`config.mk`:
```
export PLATFORM = sky130hd
export DESIGN_NAME = css_mcu0_el2_dccm_init_ctrl
export DESIGN_NICKNAME = d
export VERILOG_FILES = /design/src/rtl/css_mcu0_el2_dccm_init_ctrl.sv
export SDC_FILE = /design/constraint.sdc
export NUM_CORES = 1
export LEC_CHECK = 0
export CORE_AREA = 2 2 286 288
export CTS_CLUSTER_SIZE = 20
export DETAILED_ROUTE_END_ITERATION = 10
export DIE_AREA = 0 0 288 290
export PLACE_DENSITY_LB_ADDON = 0.2
export SLEW_MARGIN = 0
export SYNTH_ARGS = -nofsm -noshare
export SYNTH_HDL_FRONTEND = slang
export SYNTH_SLANG_ARGS = --single-unit
```
`constraint.sdc`:
```
create_clock -name clk -period 5.2 [get_ports clk]
set_input_delay 1.56 -clock clk [delete_from_list [all_inputs] [get_ports clk]]
set_output_delay 1.56 -clock clk [all_outputs]
set_load 0.02 [all_outputs]
```
`src/rtl/css_mcu0_el2_dccm_init_ctrl.sv`:
```
// css_mcu0_el2_dccm_init_ctrl: zero-initializes every DCCM bank while giving the core per-bank priority
// Ports:
//   clk, rst_l                     core clock, asynchronous active-low reset
//   init_start                     one-cycle request to zero all banks (ignored unless idle)
//   init_busy, init_done           init in progress, one-cycle completion pulse
//   core_clken..core_wr_ecc        per-bank core request
//   mem_clken..mem_wr_ecc          arbitrated per-bank request to the banks
//   mem_dout/mem_ecc               bank read data, forwarded to core_dout/core_ecc
// Config: define CSS_MCU0_DCCM_INIT_ON_RESET_EN to start initialization automatically on reset exit.
module css_mcu0_el2_dccm_init_ctrl #(
   parameter int                NUM_BANKS = 4,
   parameter int                IDX_W     = 10,
   parameter int                DATA_W    = 32,
   parameter int                ECC_W     = 7,
   parameter logic [ECC_W-1:0]  INIT_ECC  = '0
) (
   input  logic                                 clk,
   input  logic                                 rst_l,
   input  logic                                 init_start,
   output logic                                 init_busy,
   output logic                                 init_done,
   input  logic [NUM_BANKS-1:0]                 core_clken,
   input  logic [NUM_BANKS-1:0]                 core_wren,
   input  logic [NUM_BANKS-1:0][IDX_W-1:0]      core_addr,
   input  logic [NUM_BANKS-1:0][DATA_W-1:0]     core_wr_data,
   input  logic [NUM_BANKS-1:0][ECC_W-1:0]      core_wr_ecc,
   output logic [NUM_BANKS-1:0]                 mem_clken,
   output logic [NUM_BANKS-1:0]                 mem_wren,
   output logic [NUM_BANKS-1:0][IDX_W-1:0]      mem_addr,
   output logic [NUM_BANKS-1:0][DATA_W-1:0]     mem_wr_data,
   output logic [NUM_BANKS-1:0][ECC_W-1:0]      mem_wr_ecc,
   input  logic [NUM_BANKS-1:0][DATA_W-1:0]     mem_dout,
   input  logic [NUM_BANKS-1:0][ECC_W-1:0]      mem_ecc,
   output logic [NUM_BANKS-1:0][DATA_W-1:0]     core_dout,
   output logic [NUM_BANKS-1:0][ECC_W-1:0]      core_ecc
);
   typedef enum logic [1:0] {IDLE, RUN, DONE} state_t;
   localparam logic [IDX_W-1:0] LAST = '1;
   state_t                          state, state_nxt;
   logic [NUM_BANKS-1:0][IDX_W-1:0] cnt;
   logic [NUM_BANKS-1:0]            bank_done, done_nxt, init_wr;
   logic                            start;
`ifdef CSS_MCU0_DCCM_INIT_ON_RESET_EN
   // boot is high only in the first cycle after reset release and acts as an implicit init_start
   logic boot;
   always_ff @(posedge clk or negedge rst_l)
      if (!rst_l) boot <= 1'b1;
      else        boot <= 1'b0;
   assign start = init_start | boot;
`else
   assign start = init_start;
`endif
   for (genvar b = 0; b < NUM_BANKS; b++) begin : g_bank
      // init writes only fill cycles the core leaves idle on this bank
      assign init_wr[b]     = (state == RUN) & ~core_clken[b] & ~bank_done[b];
      assign done_nxt[b]    = bank_done[b] | (init_wr[b] & (cnt[b] == LAST));
      assign mem_clken[b]   = init_wr[b] | core_clken[b];
      assign mem_wren[b]    = init_wr[b] | core_wren[b];
      assign mem_addr[b]    = init_wr[b] ? cnt[b] : core_addr[b];
      assign mem_wr_data[b] = init_wr[b] ? '0 : core_wr_data[b];
      assign mem_wr_ecc[b]  = init_wr[b] ? INIT_ECC : core_wr_ecc[b];
   end
   assign core_dout = mem_dout;
   assign core_ecc  = mem_ecc;
   assign init_busy = (state == RUN);
   assign init_done = (state == DONE);
   always_comb begin
      state_nxt = state;
      state_nxt = (state == IDLE) ? (start ? RUN : IDLE) :
                  (state == RUN)  ? (&done_nxt ? DONE : RUN) : IDLE;
   end
   always_ff @(posedge clk or negedge rst_l)
      if (!rst_l) state <= IDLE;
      else        state <= state_nxt;
   // counters are held cleared outside RUN, so entering RUN always starts from index 0
   always_ff @(posedge clk or negedge rst_l)
      if (!rst_l) begin
         cnt       <= '0;
         bank_done <= '0;
      end else if (state != RUN) begin
         cnt       <= '0;
         bank_done <= '0;
      end else begin
         for (int i = 0; i < NUM_BANKS; i++)
            if (init_wr[i]) begin
               cnt[i]       <= (cnt[i] == LAST) ? cnt[i] : cnt[i] + IDX_W'(1);
               bank_done[i] <= done_nxt[i];
            end
      end
endmodule

```
==> impl_metrics.csv, run 1 <==
group,metric,value,unit
status,run_status,"finished, final reports clean",
detailed_routing,final_antenna_violating_net_count,0,
sta,rsz0062_at_grt,"false",
placement,placed_cells,1970,
min_path,min_delay_path_depth,1,
floorplan,starting_density,0.0650,
placement,place.port_buffers,412,
sta,final.min_clock_period,5.11,ns
final_layout,antennaDiodeCount,0,
min_path,worst_hold_startpoint,"cnt[7]",
final_layout,n_fill_cell,9257,
sta,timing.final.crit_share,0.982,
synth,synth-edff-count,0,
cts,clk_latency,0.33,ns
detailed_routing,post-route-drc-count,0,
cts,hold_buffers,0,
critical_path,cp_data_required_time,3.64,ns
synth,postSynthRegisterBits,46,
sta,report.final.hold_viol_count,0,
flow_run,maxCapViolCount,0,
final_layout,area_overhead_of_the_layout_relative_to_synthesis,86.5,%
critical_path,worstPathMaxFanout,55,
synth,mappedNetlistNets,1035,
synth,synthCells,668,
floorplan,ios,725,
synth,ys_async_sr_fraction,1.00,
synth,postSynth.topFlopCell,"dfrtp_1",
floorplan,dieArea,83500,µm²
detailed_routing,mean_routed_wirelength_per_cell,13.8,µm
synth,netlist_area,5210,µm²
synth,synth.distinct_cells,50,
critical_path,critical_path.reg2reg.startpoint,"state[0]",
cts,numCtsBuffers,5,
min_path,worst_hold_path_type,"flop to flop",
placement,dpl_worst_slack,0.00883,ns
synth,synth-seq-area-share,0.221,
pwr,total_leakage_power,3.49,nW
synth,ys.warnings.count,0,
cts,count_of_buffers_added_by_post_cts_timing_repair_for_setup,0,
global_route,grt_max_degree,56,
detailed_routing,via_density,2.74,
final_layout,fin_cells,1978,
final_layout,finish.instance_area,9710,µm²
synth,synth.area.top_cells,"buf_4 22%, dfrtp_1 22%, and2_1 9.6%",
synth,yosys.cell_count.top_type,"buf_4",
synth,synth.top_cell.area_share,0.225,
sta,maxSlewViolCount,0,
final_layout,final-seq-area,1150,µm²
detailed_routing,drt_pre_antenna_iters,7,
cts,cts_root_buffer,"clkbuf_16",
cts,cts_h_tree_depth,2,
critical_path,criticalPathCategory,"input pin to output pin",
detailed_routing,drt_iter0_markers,191,
pwr,power,0.00189,W
final_layout,nets,1284,
cts,cts_max_path_buffers,2,
sta,relSlewSlack,0.392,
floorplan,dieHeight,290,µm
sta,skew,0.0202,ns
pwr,ir_worst_vdd,0.106,mV
global_route,number_of_global_route_vias_before_repair,5539,
min_path,hold_end,"cnt[7]",
placement,detailedPlacementHpwl,22800,µm
pwr,powerDensity,195,nW/µm²
floorplan,die_width,288,µm
synth,most_frequent_cells_after_synthesis,"156 x buf_4, 80 x and2_1, 79 x nor2b_1",
placement,place.gp.congestion,0.758,
critical_path,r2r_cells,5,
final_layout,multiInputGateArea,2700,µm²
critical_path,critical_r2r_capture,"cnt[6]",
sta,worst_slack,0.0945,ns
cts,tritoncts,"yes",
synth,yosysTopAreaCell,"buf_4",
final_layout,final_layout_size_suffix_gt1_frac,0.0697,
global_route,globalRouteOverflowTotal,0,
critical_path,cp_arrival,3.55,ns
global_route,grt_first_pass_wirelength,38100,µm
sta,fmax,196,MHz
cts,ctsResizeCount,0,
critical_path,worst_setup_path_start_kind,"input pin",
global_route,number_of_antenna_violations_at_the_first_check_in_global_routing,2,
critical_path,worst-r2r-setup-slack,2.75,ns
cts,clkTransAtPathRegs,0.06,ns
detailed_routing,routed_wl,27300,µm
sta,timing_worst_slew_pin_value,0.905,ns
sta,setup_violations,0,
placement,detailed_place.area,9540,µm²
global_route,track_usage,0.0621,
final_layout,postLayoutCoreUtil,0.121,
synth,synthesized_area_per_cell,7.79,µm²
critical_path,worst_setup_path_end_kind,"output pin",
floorplan,coreArea,80200,µm²
floorplan,num_rows,104,
cts,clkSinkCount,46,
detailed_routing,via_count,5429,
==> worst max path at each step <==
| stage | start | endpoint | slack (ns) |
|---|---|---|---|
| 6_report | core_clken[0] | mem_addr[2] | 0.09 |
| 3_3_place_gp | core_clken[0] | mem_addr[4] | -0.005 |
| 5_1_grt | core_clken[0] | mem_addr[2] | 0.006 |
| 4_1_cts | core_clken[0] | mem_addr[8] | 0.004 |
| 3_5_place_dp | core_clken[0] | mem_addr[8] | 0.009 |
| 2_1_floorplan | core_clken[0] | mem_addr[4] | 0.69 |
==> kinds of logic after synthesis <==
family          synth area share
flops                      0.221
simple gates               0.349
fa+ha+maj                0.00961
xor+xnor                 0.00673
buf+inv                    0.261
compound gates             0.103
mux                       0.0490
==> state kept, by name, indices dropped and copies added, names as in the netlist <==
register,cells
state,2
bank_done,4
cnt,40
==> critical path: stages <==
cell and delay, ns:
clkdlybuf4s50_1 0.44, or4b_1 0.58, buf_12 0.20, nand2_1 0.09, nand2_1 0.09, clkdlybuf4s50_1 0.57
==> where the power goes <==
group | switching [W] | total, W | internal, W | leakage, nW
Clock | 0.000176 | 0.000403 | 0.000226 | 0.0836
Sequential | 0.000139 | 0.000577 | 0.000438 | 0.596
Combinational | 0.000416 | 0.000913 | 0.000497 | 2.81
Total | 0.000731 | 0.00189 | 0.00116 | 3.49
==> layout by cell type, fill, tap and decap left out, types with 3 or more instances in the layout <==
cell type,count
nand3_1,21
nand4_1,5
nand2_1,72
dfrtp_1,46
o21a_1,3
clkdlybuf4s50_1,403
ha_1,4
buf_4,18
and4_1,4
xnor2_1,4
mux2i_1,3
or2_2,3
inv_1,13
or3_1,7
o41ai_1,6
nand2b_1,4
mux2_2,20
or4_1,5
a31oi_1,3
nor2b_1,79
and2_1,80
nor4b_4,3
nor3_1,5
o21ai_0,14
buf_12,6
o31ai_1,14
a21oi_1,13
clkbuf_16,5
nor2_1,11
o311ai_0,5
o211ai_1,7
and3_1,5
==> through the flow <==
step                hold WS, ns  setup TNS, ns
floorplan                 0.465              0
global placement          0.502       -0.00617
detailed placement        0.520              0
CTS                       0.530              0
global route              0.576              0
finish                    0.528              0
==> per-layer routing <==
layer,part of all wire,GRT usage,wire [µm],up-vias
li1,-,-,-,2567
met1,0.39,0.0686,10500,2491
met2,0.47,0.103,12800,309
met3,0.10,0.0259,2790,60
met4,0.040,0.0278,1090,2
met5,0.0023,0.00581,62,-
==> layout make-up <==
cell class,count,share of cell area
well taps,1060,0.137
inverters,14,0.00541
clock buffers,5,0.0129
clock inverters,3,0.00412
multi-input cells,420,0.278
flip-flops and latches,46,0.119
repair buffers,430,0.445
No activity file was read; power rests on OpenSTA's default activity.
==> run 2, diff against run 1 <==
--- a/config.mk
+++ b/config.mk
@@ -10,6 +10,7 @@
 export DETAILED_ROUTE_END_ITERATION = 10
 export DIE_AREA = 0 0 288 290
 export PLACE_DENSITY_LB_ADDON = 0.2
+export SETUP_SLACK_MARGIN = 0.5
 export SLEW_MARGIN = 0
 export SYNTH_ARGS = -nofsm -noshare
 export SYNTH_HDL_FRONTEND = slang
==> run 2 against run 1 <==
  * Worst setup slack improved by 0.43 ns
  * First-iteration DRC count rose by 6.3%
  * Final cell count rose by 1.0%
  * Critical path depth fell by 1
  * Combinational power fell by 5.8%
  * Routed wire length rose by 5.8%
  * Clock power barely moved
  * Hold slack barely moved
  * Critical path type unchanged
  * Largest cell class unchanged
==> impl_metrics.csv, run 2 (same netlist as run 1, synthesis figures left out) <==
group,metric,value,unit
detailed_routing,via_count,5523,
sta,setup-tns-final,0,ns
global_route,number_of_antenna_violations_at_the_first_check_in_global_routing,2,
sta,relSlewSlack,0.392,
final_layout,largest_register_ffs,40,
sta,hold_slack,0.528,ns
cts,cts_root_buffer,"clkbuf_16",
critical_path,cp_data_required_time,3.64,ns
final_layout,final_common_cell,"clkdlybuf4s50_1",
final_layout,top_register,"cnt",
cts,cts_max_path_buffers,2,
critical_path,worst_setup_path_end_kind,"output pin",
global_route,grt_first_pass_wirelength,39900,µm
sta,timing_worst_slew_pin_value,0.904,ns
global_route,grt_max_degree,39,
floorplan,dieHeight,290,µm
pwr,total_leakage_power,4.09,nW
detailed_routing,drt_iter0_markers,203,
pwr,swShare,0.403,
detailed_routing,routed_wl,28900,µm
pwr,ir_worst_vdd,0.108,mV
floorplan,starting_density,0.0650,
floorplan,coreArea,80200,µm²
cts,clkTransAtPathRegs,0.06,ns
min_path,worst_hold_startpoint,"cnt[7]",
final_layout,final_layout_size_suffix_gt1_frac,0.146,
cts,cts_h_tree_depth,2,
sta,final.min_clock_period,4.67,ns
critical_path,worstPathMaxFanout,14,
placement,placed_cells,1970,
detailed_routing,post-route-drc-count,0,
final_layout,area_overhead_of_the_layout_relative_to_synthesis,86.7,%
pwr,comb_power_share,0.467,
min_path,worst_hold_path_type,"flop to flop",
critical_path,worst_setup_path_start_kind,"input pin",
sta,rsz0062_at_grt,"true",
critical_path,criticalPathCategory,"input pin to output pin",
placement,detailedPlacementHpwl,22800,µm
cts,clkSinkCount,46,
critical_path,critPathTopFamily,"simple AND/OR/NAND/NOR gates",
final_layout,nets,1302,
global_route,globalRouteOverflowTotal,0,
pwr,power.share.sequential,0.313,
critical_path,timing.critical_path.cells,"clkdlybuf4s15_1, or4b_4, buf_12, and2_1, dlygate4sd2_1",
final_layout,largest_registers,"cnt x40, bank_done x4, state x2",
global_route,number_of_global_route_vias_before_repair,5666,
critical_path,cp_num_buf_inv,3,
flow_run,maxCapViolCount,0,
final_layout,fin_cells,1998,
placement,place.port_buffers,412,
sta,timing.final.crit_share,0.898,
floorplan,die_width,288,µm
placement,place.gp.congestion,0.758,
global_route,track_usage,0.0655,
floorplan,dieArea,83500,µm²
cts,hold_buffers,0,
cts,numCtsBuffers,5,
floorplan,num_rows,104,
cts,clk_latency,0.33,ns
critical_path,cpMaxStageDelayCell,"or4b_4",
pwr,power,0.00184,W
detailed_routing,drt_pre_antenna_iters,5,
critical_path,cp_arrival,3.11,ns
detailed_routing,mean_routed_wirelength_per_cell,14.5,µm
sta,report.final.hold_viol_count,0,
sta,fmax,214,MHz
critical_path,worstSetupStartpoint,"core_clken[0]",
final_layout,most-common-layout-cells,"212 x clkdlybuf4s50_1, 136 x dlygate4sd2_1, 79 x nor2b_1",
pwr,powerDensity,189,nW/µm²
pwr,clock_share_of_power,0.220,
cts,tritoncts,"yes",
status,run_status,"finished, final reports clean",
pwr,netSwitchingPower,0.000741,W
critical_path,max_stage_delay,0.66,ns
detailed_routing,via_density,2.76,
sta,maxSlewViolCount,0,
sta,setup_violations,0,
detailed_routing,final_antenna_violating_net_count,0,
floorplan,ios,725,
pwr,power.internal,0.00110,W
critical_path,critical_path.reg2reg.startpoint,"state[0]",
sta,skew,0.0214,ns
## run 2: cell count changes in the layout (fill, tap and decap cells not counted), moves of 3 or more
cell	delta
clkdlybuf4s15_2	+13
clkbuf_2	+18
dlygate4sd2_1	+136
buf_4	+7
buf_6	+4
buf_2	+17
clkdlybuf4s15_1	+3
clkdlybuf4s50_1	-191
buf_16	+5
## run 2: worst register-to-register path, cell delays in order (launching register included)
cell and delay [ns]:
dfrtp_1 0.70, or4b_4 0.68, buf_16 0.22, buf_8 0.13, buf_4 0.13, a311oi_2 0.46
a31oi_1 0.15, a41o_1 0.22
## run 2: layer usage
metal | global-route usage | up-vias | share of wire
met4 | 0.0278 | 2 | 0.038
met2 | 0.112 | 297 | 0.48
li1 | - | 2614 | -
met3 | 0.0260 | 59 | 0.10
met1 | 0.0708 | 2551 | 0.38
met5 | 0.00581 | - | 0.0021
## run 2: what timing repair did
item | 4_1_cts | 5_1_grt
setup buffers | 11 | 0
gates resized for setup | 294 | 49
pin swaps | 4 | 3
setup endpoints to repair | 202 | 109
gates cloned | 6 | 1
## run 2: per-stage QoR
step,cell area [µm²],worst slack [ns],util
2_1_floorplan,5210,0.686,-
3_3_place_gp,9540,-0.00488,0.119
3_5_place_dp,9540,0.00883,0.119
4_1_cts,9850,0.444,0.123
5_1_grt,9710,0.477,0.121
6_report,9720,0.529,0.121
## run 2: power groups by stage
| stage | Sequential (W) | Combinational (W) | Clock [W] |
|---|---|---|---|
| after floorplan | 0.000524 | 0.000621 | 0 |
| after global placement | 0.000586 | 0.000927 | 0 |
| after detailed placement | 0.000584 | 0.000927 | 0 |
| after CTS | 0.000578 | 0.000893 | 0.000433 |
| after global routing | 0.000599 | 0.000940 | 0.000440 |
| final | 0.000576 | 0.000860 | 0.000404 |
## run 2: path summary, 6_finish.rpt
| kind | endpoint | slack [ns] | cells past startpoint |
|---|---|---|---|
| worst max-delay path | mem_wr_data[26] | 0.53 | 5 |
| min in group asynchronous | bank_done[1] | 1.24 | 1 |
| worst max register to register | cnt[6] | 2.38 | 7 |
| max in group asynchronous | cnt[0] | 3.09 | 2 |
| worst min-delay path | cnt[7] | 0.53 | 1 |
| worst min register to register | cnt[7] | 0.53 | 1 |
## run 2: cell type report
| class | count | area [µm²] |
|---|---|---|
| clock inverter | 3 | 40.0 |
| multi-input combinational | 420 | 2710 |
| inverter | 14 | 52.6 |
| timing repair buffer | 448 | 4310 |
| sequential | 46 | 1150 |
| clock buffer | 5 | 125 |
| antenna | 2 | 5.00 |
| tap | 1060 | 1330 |
| fill | 9330 | 70400 |
